[config.mk]
export PLATFORM = sky130hd
export DESIGN_NAME = point_cache_loader
export DESIGN_NICKNAME = d
export VERILOG_FILES = /design/src/rtl/point_cache_loader.sv
export SDC_FILE = /design/constraint.sdc
export NUM_CORES = 1
export LEC_CHECK = 0
export ABC_AREA = 1
export CAP_MARGIN = 20
export CORE_AREA = 3 3 221 223
export DETAILED_ROUTE_END_ITERATION = 12
export DIE_AREA = 0 0 224 226
export DONT_BUFFER_PORTS = 1
export SETUP_SLACK_MARGIN = 0.05
export SLEW_MARGIN = 20
export SYNTH_ARGS = -nofsm -noshare
export SYNTH_HDL_FRONTEND = slang
export SYNTH_SLANG_ARGS = --single-unit
[constraint.sdc]
create_clock -name clock -period 3.5 [get_ports clock]
set_input_delay 0 -clock clock [delete_from_list [all_inputs] [get_ports clock]]
set_output_delay 0 -clock clock [all_outputs]
set_load 0.01 [all_outputs]
[src/rtl/point_cache_loader.sv]
// point_cache_loader: loads a core cache of consecutive points from point
// memory, streams fixed-size feeder blocks that wrap around the point cloud,
// and on controller completion retires outliers from a FIFO by zeroing them.
module point_cache_loader #(
  parameter int N                = 16,
  parameter int CORE_NUMBER      = 4,
  parameter int DISTANCE_MODULES = 4,
  parameter int ADDR_W           = 17
) (
  input  logic                          clock,
  input  logic                          reset,
  input  logic                          start,
  input  logic [ADDR_W-1:0]             point_cloud_size,
  input  logic [ADDR_W-1:0]             point_pos,
  input  logic                          update_cache,
  input  logic                          controller_done,
  input  logic                          fifo_empty,
  input  logic [ADDR_W-1:0]             outlier_pos,
  output logic                          read_fifo,
  output logic [ADDR_W-1:0]             mem_addr,
  input  logic [3*N-1:0]                mem_rdata,
  output logic                          mem_we,
  output logic [3*N-1:0]                mem_wdata,
  output logic [N*CORE_NUMBER-1:0]      cache_x,
  output logic [N*CORE_NUMBER-1:0]      cache_y,
  output logic [N*CORE_NUMBER-1:0]      cache_z,
  output logic                          cache_updated,
  output logic [N*DISTANCE_MODULES-1:0] cache_feeder_x,
  output logic [N*DISTANCE_MODULES-1:0] cache_feeder_y,
  output logic [N*DISTANCE_MODULES-1:0] cache_feeder_z,
  output logic                          feeder_valid,
  input  logic                          feeder_ready,
  output logic                          pause,
  output logic                          frame_done,
  output logic [ADDR_W-1:0]             outlier_count
);

  localparam int MAX_SLOTS = (CORE_NUMBER > DISTANCE_MODULES) ? CORE_NUMBER : DISTANCE_MODULES;
  localparam int CW        = $clog2(MAX_SLOTS + 2);

  localparam logic [CW-1:0] CN_LAST = CW'(CORE_NUMBER);
  localparam logic [CW-1:0] CN_DONE = CW'(CORE_NUMBER + 1);
  localparam logic [CW-1:0] DM_LAST = CW'(DISTANCE_MODULES);

  typedef enum logic [2:0] {
    IDLE,
    CORE_FILL,
    FEED,
    DRAIN,
    DONE
  } state_t;

  state_t            state;
  state_t            state_next;
  logic [CW-1:0]     cnt;
  logic [ADDR_W-1:0] core_base;
  logic [ADDR_W-1:0] feeder_pos;
  logic              feeder_hold;
  logic              pend_v;
  logic              pend_core;
  logic [CW-1:0]     pend_slot;

  logic              issue;
  logic              enter_fill;
  logic [ADDR_W:0]   rd_idx;
  logic [ADDR_W:0]   size_w;
  logic [ADDR_W:0]   next_pos_w;

  // Indices are compared one bit wider so base+k never wraps into range.
  assign size_w     = {1'b0, point_cloud_size};
  assign next_pos_w = {1'b0, feeder_pos} + (ADDR_W+1)'(DISTANCE_MODULES);

  // Next-state decode, memory/FIFO strobes and handshake outputs.
  always_comb begin
    state_next    = state;
    enter_fill    = 1'b0;
    issue         = 1'b0;
    rd_idx        = '0;
    read_fifo     = 1'b0;
    mem_we        = 1'b0;
    mem_addr      = '0;
    mem_wdata     = '0;
    cache_updated = 1'b0;
    feeder_valid  = 1'b0;
    frame_done    = 1'b0;
    pause         = 1'b1;
    case (state)
      IDLE: begin
        pause = 1'b0;
        if (start) begin
          state_next = CORE_FILL;
          enter_fill = 1'b1;
        end
      end
      CORE_FILL: begin
        if (controller_done) begin
          state_next = DRAIN;
        end else begin
          if (cnt < CN_LAST) begin
            rd_idx   = {1'b0, core_base} + (ADDR_W+1)'(cnt);
            mem_addr = rd_idx[ADDR_W-1:0];
            issue    = (rd_idx < size_w);
          end
          if (cnt == CN_DONE) begin
            cache_updated = 1'b1;
            state_next    = FEED;
          end
        end
      end
      FEED: begin
        if (controller_done) begin
          state_next = DRAIN;
        end else if (update_cache) begin
          state_next = CORE_FILL;
          enter_fill = 1'b1;
        end else begin
          feeder_valid = feeder_hold;
          if (!feeder_hold && (cnt < DM_LAST)) begin
            rd_idx   = {1'b0, feeder_pos} + (ADDR_W+1)'(cnt);
            mem_addr = rd_idx[ADDR_W-1:0];
            issue    = (rd_idx < size_w);
          end
        end
        pause = !feeder_valid;
      end
      DRAIN: begin
        if (fifo_empty) begin
          state_next = DONE;
        end else begin
          read_fifo = 1'b1;
          mem_addr  = outlier_pos;
          mem_we    = (outlier_pos != '0) && (outlier_pos < point_cloud_size);
        end
      end
      DONE: begin
        frame_done = 1'b1;
        state_next = IDLE;
      end
      default: state_next = IDLE;
    endcase
  end

  // State, counters, read-landing into cache slots and outlier counting.
  always_ff @(posedge clock) begin
    if (reset) begin
      state          <= IDLE;
      cnt            <= '0;
      core_base      <= '0;
      feeder_pos     <= '0;
      feeder_hold    <= 1'b0;
      pend_v         <= 1'b0;
      pend_core      <= 1'b0;
      pend_slot      <= '0;
      outlier_count  <= '0;
      cache_x        <= '0;
      cache_y        <= '0;
      cache_z        <= '0;
      cache_feeder_x <= '0;
      cache_feeder_y <= '0;
      cache_feeder_z <= '0;
    end else begin
      state     <= state_next;
      pend_v    <= issue;
      pend_core <= (state == CORE_FILL);
      pend_slot <= cnt;

      // A landing read only counts if we are still in the phase that issued it.
      if (pend_v && pend_core && (state == CORE_FILL)) begin
        cache_x[N*int'(pend_slot) +: N] <= mem_rdata[N-1:0];
        cache_y[N*int'(pend_slot) +: N] <= mem_rdata[2*N-1:N];
        cache_z[N*int'(pend_slot) +: N] <= mem_rdata[3*N-1:2*N];
      end
      if (pend_v && !pend_core && (state == FEED)) begin
        cache_feeder_x[N*int'(pend_slot) +: N] <= mem_rdata[N-1:0];
        cache_feeder_y[N*int'(pend_slot) +: N] <= mem_rdata[2*N-1:N];
        cache_feeder_z[N*int'(pend_slot) +: N] <= mem_rdata[3*N-1:2*N];
      end

      case (state)
        IDLE: begin
          if (start) outlier_count <= '0;
        end
        CORE_FILL: begin
          cnt <= cnt + 1'b1;
          if (state_next == FEED) begin
            cnt         <= '0;
            feeder_pos  <= '0;
            feeder_hold <= 1'b0;
          end
        end
        FEED: begin
          if (!feeder_hold) begin
            if (cnt == DM_LAST) feeder_hold <= 1'b1;
            else                cnt         <= cnt + 1'b1;
          end else if (feeder_valid && feeder_ready) begin
            feeder_hold    <= 1'b0;
            cnt            <= '0;
            feeder_pos     <= (next_pos_w >= size_w) ? '0 : next_pos_w[ADDR_W-1:0];
            cache_feeder_x <= '0;
            cache_feeder_y <= '0;
            cache_feeder_z <= '0;
          end
        end
        DRAIN: begin
          if (mem_we) outlier_count <= outlier_count + 1'b1;
        end
        default: ;
      endcase

      // Placed last so a fresh fill wins over any read landing this cycle.
      if (enter_fill) begin
        cnt            <= '0;
        feeder_hold    <= 1'b0;
        core_base      <= point_pos;
        cache_x        <= '0;
        cache_y        <= '0;
        cache_z        <= '0;
        cache_feeder_x <= '0;
        cache_feeder_y <= '0;
        cache_feeder_z <= '0;
      end
    end
  end

endmodule

==> impl_metrics.env <==
export IMPL_initial_core_util_pct=42.6
export IMPL_grt_max_degree=109
export IMPL_vias=18400
export IMPL_muxShareOfSynthArea_pct=0
export IMPL_setup_viol=0
export IMPL_drc=0
export IMPL_crit_fanout=54
export IMPL_most_common_layout_cells="443 x dfxtp_1, 428 x nand2_1, 427 x nor2_1"
export IMPL_finalCritPeriodShare_pct=90.7
export IMPL_synth_top_family_by_area="simple AND/OR/NAND/NOR gates"
export IMPL_grt_pass1_wl_mm=111
export IMPL_final_antenna_net_count=0
export IMPL_p_leak_nw=9.51
export IMPL_rr_worst_depth=13
export IMPL_routed_wl_mm=76.7
export IMPL_synth_async_reset_ratio_pct=0
export IMPL_syn_area_mm2=0.0199
export IMPL_power_total_mw=11.2
export IMPL_core_area_mm2=0.0468
export IMPL_cts_sinks=445
export IMPL_postSynthAreaPerCell_um2=7.38
export IMPL_viasPerCell=5.52
export IMPL_cts_made_buffers=47
export IMPL_wl_met3_mm=8.63
export IMPL_nFillCells=4631
export IMPL_min_period_ns=3.17
export IMPL_grt_pass1_vias=17000
export IMPL_drt_iter0_markers=1727
export IMPL_area_growth_syn_to_layout_pct=12.8
export IMPL_end_kind="register"
export IMPL_rsz0062_at_grt="no"
export IMPL_layout_commonest_cell="dfxtp_1"
export IMPL_cp_data_arrival_time_ns=3.71
export IMPL_hold_path_class="input pin to register"
export IMPL_synth_main_ff_cell="dfxtp_1"
export IMPL_setup_ws_ns=0.327
export IMPL_synth_xor_area_share_pct=1.63
export IMPL_seq_area_frac_synth_pct=44.7
export IMPL_antenna_found_initial=3
export IMPL_power_frac_seq_pct=45.8
export IMPL_required_ns=4.04
export IMPL_ir_worst_vdd_v=0.000349
export IMPL_multiInputGateArea_mm2=0.00926
export IMPL_first_pass_iters=5
export IMPL_syn_inst=2698
export IMPL_clkLatencyLatePin_ns=0.61
export IMPL_synth_compound_area_share_pct=17.4
export IMPL_tns_ns=0
export IMPL_switchingPower_mw=2.88
export IMPL_synth_seq_cells=445
export IMPL_drv_cap=0
export IMPL_m1WireLength_mm=29.3
export IMPL_hold_path_depth=5
export IMPL_die_y_um=226
export IMPL_synth_fa_ha_area_share_pct=4.75
export IMPL_crit_type="register to register"
export IMPL_yosys_area_share_simple_pct=21.6
export IMPL_highest_layer="met5"
export IMPL_worst_pin_slew_ns=1.10
export IMPL_startpoint_type="register"
export IMPL_synth_edff_count=0
export IMPL_finalMaxSlewViolations=0
export IMPL_cts_tree="built"
export IMPL_place_gp_congestion=0.941
export IMPL_io_buffers=0
export IMPL_timing_fmax_mhz=315
export IMPL_cts_buffer_depth=3
export IMPL_hpwl_mm=56.3
export IMPL_wl_per_cell_um=23.0
export IMPL_root_buffer="clkbuf_16"
export IMPL_grt_total_usage_pct=28.8
export IMPL_overflow=0
export IMPL_relSlewSlack_pct=26.3
export IMPL_finalNetCount=2873
export IMPL_power_frac_comb_pct=8.6
export IMPL_die_x_um=224
export IMPL_place_ws_ns=0.363
export IMPL_finalClockSkew_ns=0.0310
export IMPL_switching_share_pct=25.7
export IMPL_hold_viol=0
export IMPL_power_frac_clock_pct=45.5
export IMPL_seq_area_mm2=0.00891
export IMPL_p_per_area_mw_per_mm2=499
export IMPL_yosys_warnings=0
export IMPL_rows=79
export IMPL_synth_distinct_cells=44
export IMPL_cts_max_level=2
export IMPL_status="finished, final reports clean"
export IMPL_boundaryPins=578
export IMPL_cts_clk_slew_worst_paths_ns=0.06
export IMPL_layout_drive_gt1_share_pct=5.32
export IMPL_die_area_mm2=0.0506
export IMPL_power_internal_mw=8.33
export IMPL_met2_length_mm=35.5
-- final timing paths --
check               start                  to  slack [ns]
max          pend_slot[1]  cache_feeder_y[34]        0.33
min          update_cache              pend_v        0.02
max reg2reg  pend_slot[1]  cache_feeder_y[34]        0.33
min reg2reg  core_base[6]        core_base[6]        0.50
-- layer usage --
layer,vias to the layer above,track usage (%)
met3,172,10.6
met1,8593,34.5
met2,882,46.9
met4,4,11.6
met5,-,0
li1,8728,-
-- per-stage QoR --
stage | area (um2) | hold WS [ns] | util, % | std cells
floorplan | 20100 | 0.124 | - | 2745
global placement | 20100 | 0.0748 | 43.0 | 3174
detailed placement | 20100 | 0.0769 | 43.0 | 3174
CTS | 22500 | 0.00228 | 48.0 | 3331
global route | 22500 | 0.0412 | 48.1 | 3332
finish | 22500 | 0.0232 | 48.1 | 3332
-- power groups by stage --
stage	registers, mW	clock network, mW	logic, mW
global placement	5.25	0	0.803
detailed placement	5.25	0	0.814
CTS	5.14	5.16	0.955
finish	5.14	5.10	0.967
floorplan	5.24	0	0.616
global route	5.14	5.36	1.06
-- worst max-delay path, stage by stage, from the launching register on --
cell     delay, ns
dfxtp_1       0.34
inv_1         0.05
ha_1          0.17
ha_1          0.32
nand2_2       0.15
inv_1         0.27
nand2_2       0.09
nor3_1        0.22
inv_2         0.10
nor2_4        0.32
inv_2         0.48
o31ai_1       0.43
nand2_1       0.10
inv_1         0.08
-- what timing repair did --
action / CTS / global route
buffers inserted: 0 / 0
endpoints found under the setup margin: 0 / 1
hold buffers: 76 / 0
hold endpoints to repair: 437 / 0
resized for setup: 0 / 2
-- cell families after synthesis --
| family | after synthesis |
|---|---|
| AND/OR/NAND/NOR | 1052 |
| AO/OA/AOI/OAI | 644 |
| flip-flops | 445 |
| buffers and inverters | 444 |
| adder cells (fa/ha/maj) | 75 |
| XOR/XNOR | 37 |
| other | 1 |
-- registers in the layout, summed over array words and instances, names as in the netlist, 17 cells and up --
register,flops
cache_z,64
outlier_count,17
cache_x,64
cache_feeder_z,64
core_base,17
cache_y,64
cache_feeder_x,64
cache_feeder_y,64
-- cells in the mapped netlist, types with 2 or more instances --
cell / number / area (um2)
dfxtp_1: 445 / 8910
nand2_1: 429 / 1610
nor2_1: 429 / 1610
a21oi_1: 293 / 1470
o21ai_0: 254 / 1270
inv_1: 219 / 822
clkbuf_1: 84 / 315
nor3_1: 80 / 400
ha_1: 74 / 926
nand3_1: 67 / 335
a211oi_1: 60 / 450
buf_4: 58 / 435
buf_2: 57 / 285
xor2_1: 32 / 280
inv_2: 14 / 52.6
nand4_1: 12 / 75.1
o22ai_1: 9 / 56.3
buf_1: 8 / 30.0
o31ai_1: 8 / 60.1
nor2_2: 7 / 43.8
a41oi_1: 6 / 52.6
nand2_2: 5 / 31.3
nand3b_1: 5 / 37.5
nor2_4: 5 / 56.3
xnor2_1: 5 / 43.8
a22oi_1: 4 / 30.0
nor3b_1: 3 / 22.5
nor4_1: 3 / 18.8
o211ai_1: 3 / 22.5
or2_2: 3 / 18.8
a21o_1: 2 / 15.0
clkinv_1: 2 / 7.51
nor3_4: 2 / 32.5
-- area by class of cell --
| cell class | instances | area share, % |
|---|---|---|
| flip-flops and latches | 445 | 39.7 |
| inverters | 235 | 3.94 |
| multi-input cells | 1856 | 41.2 |
| repair buffers | 107 | 4.86 |
| well taps | 607 | 3.38 |
| clock inverters | 14 | 0.936 |
| diodes | 1 | 0.0111 |
| clock buffers | 67 | 6.02 |
Power figures use the tool's default switching activity.
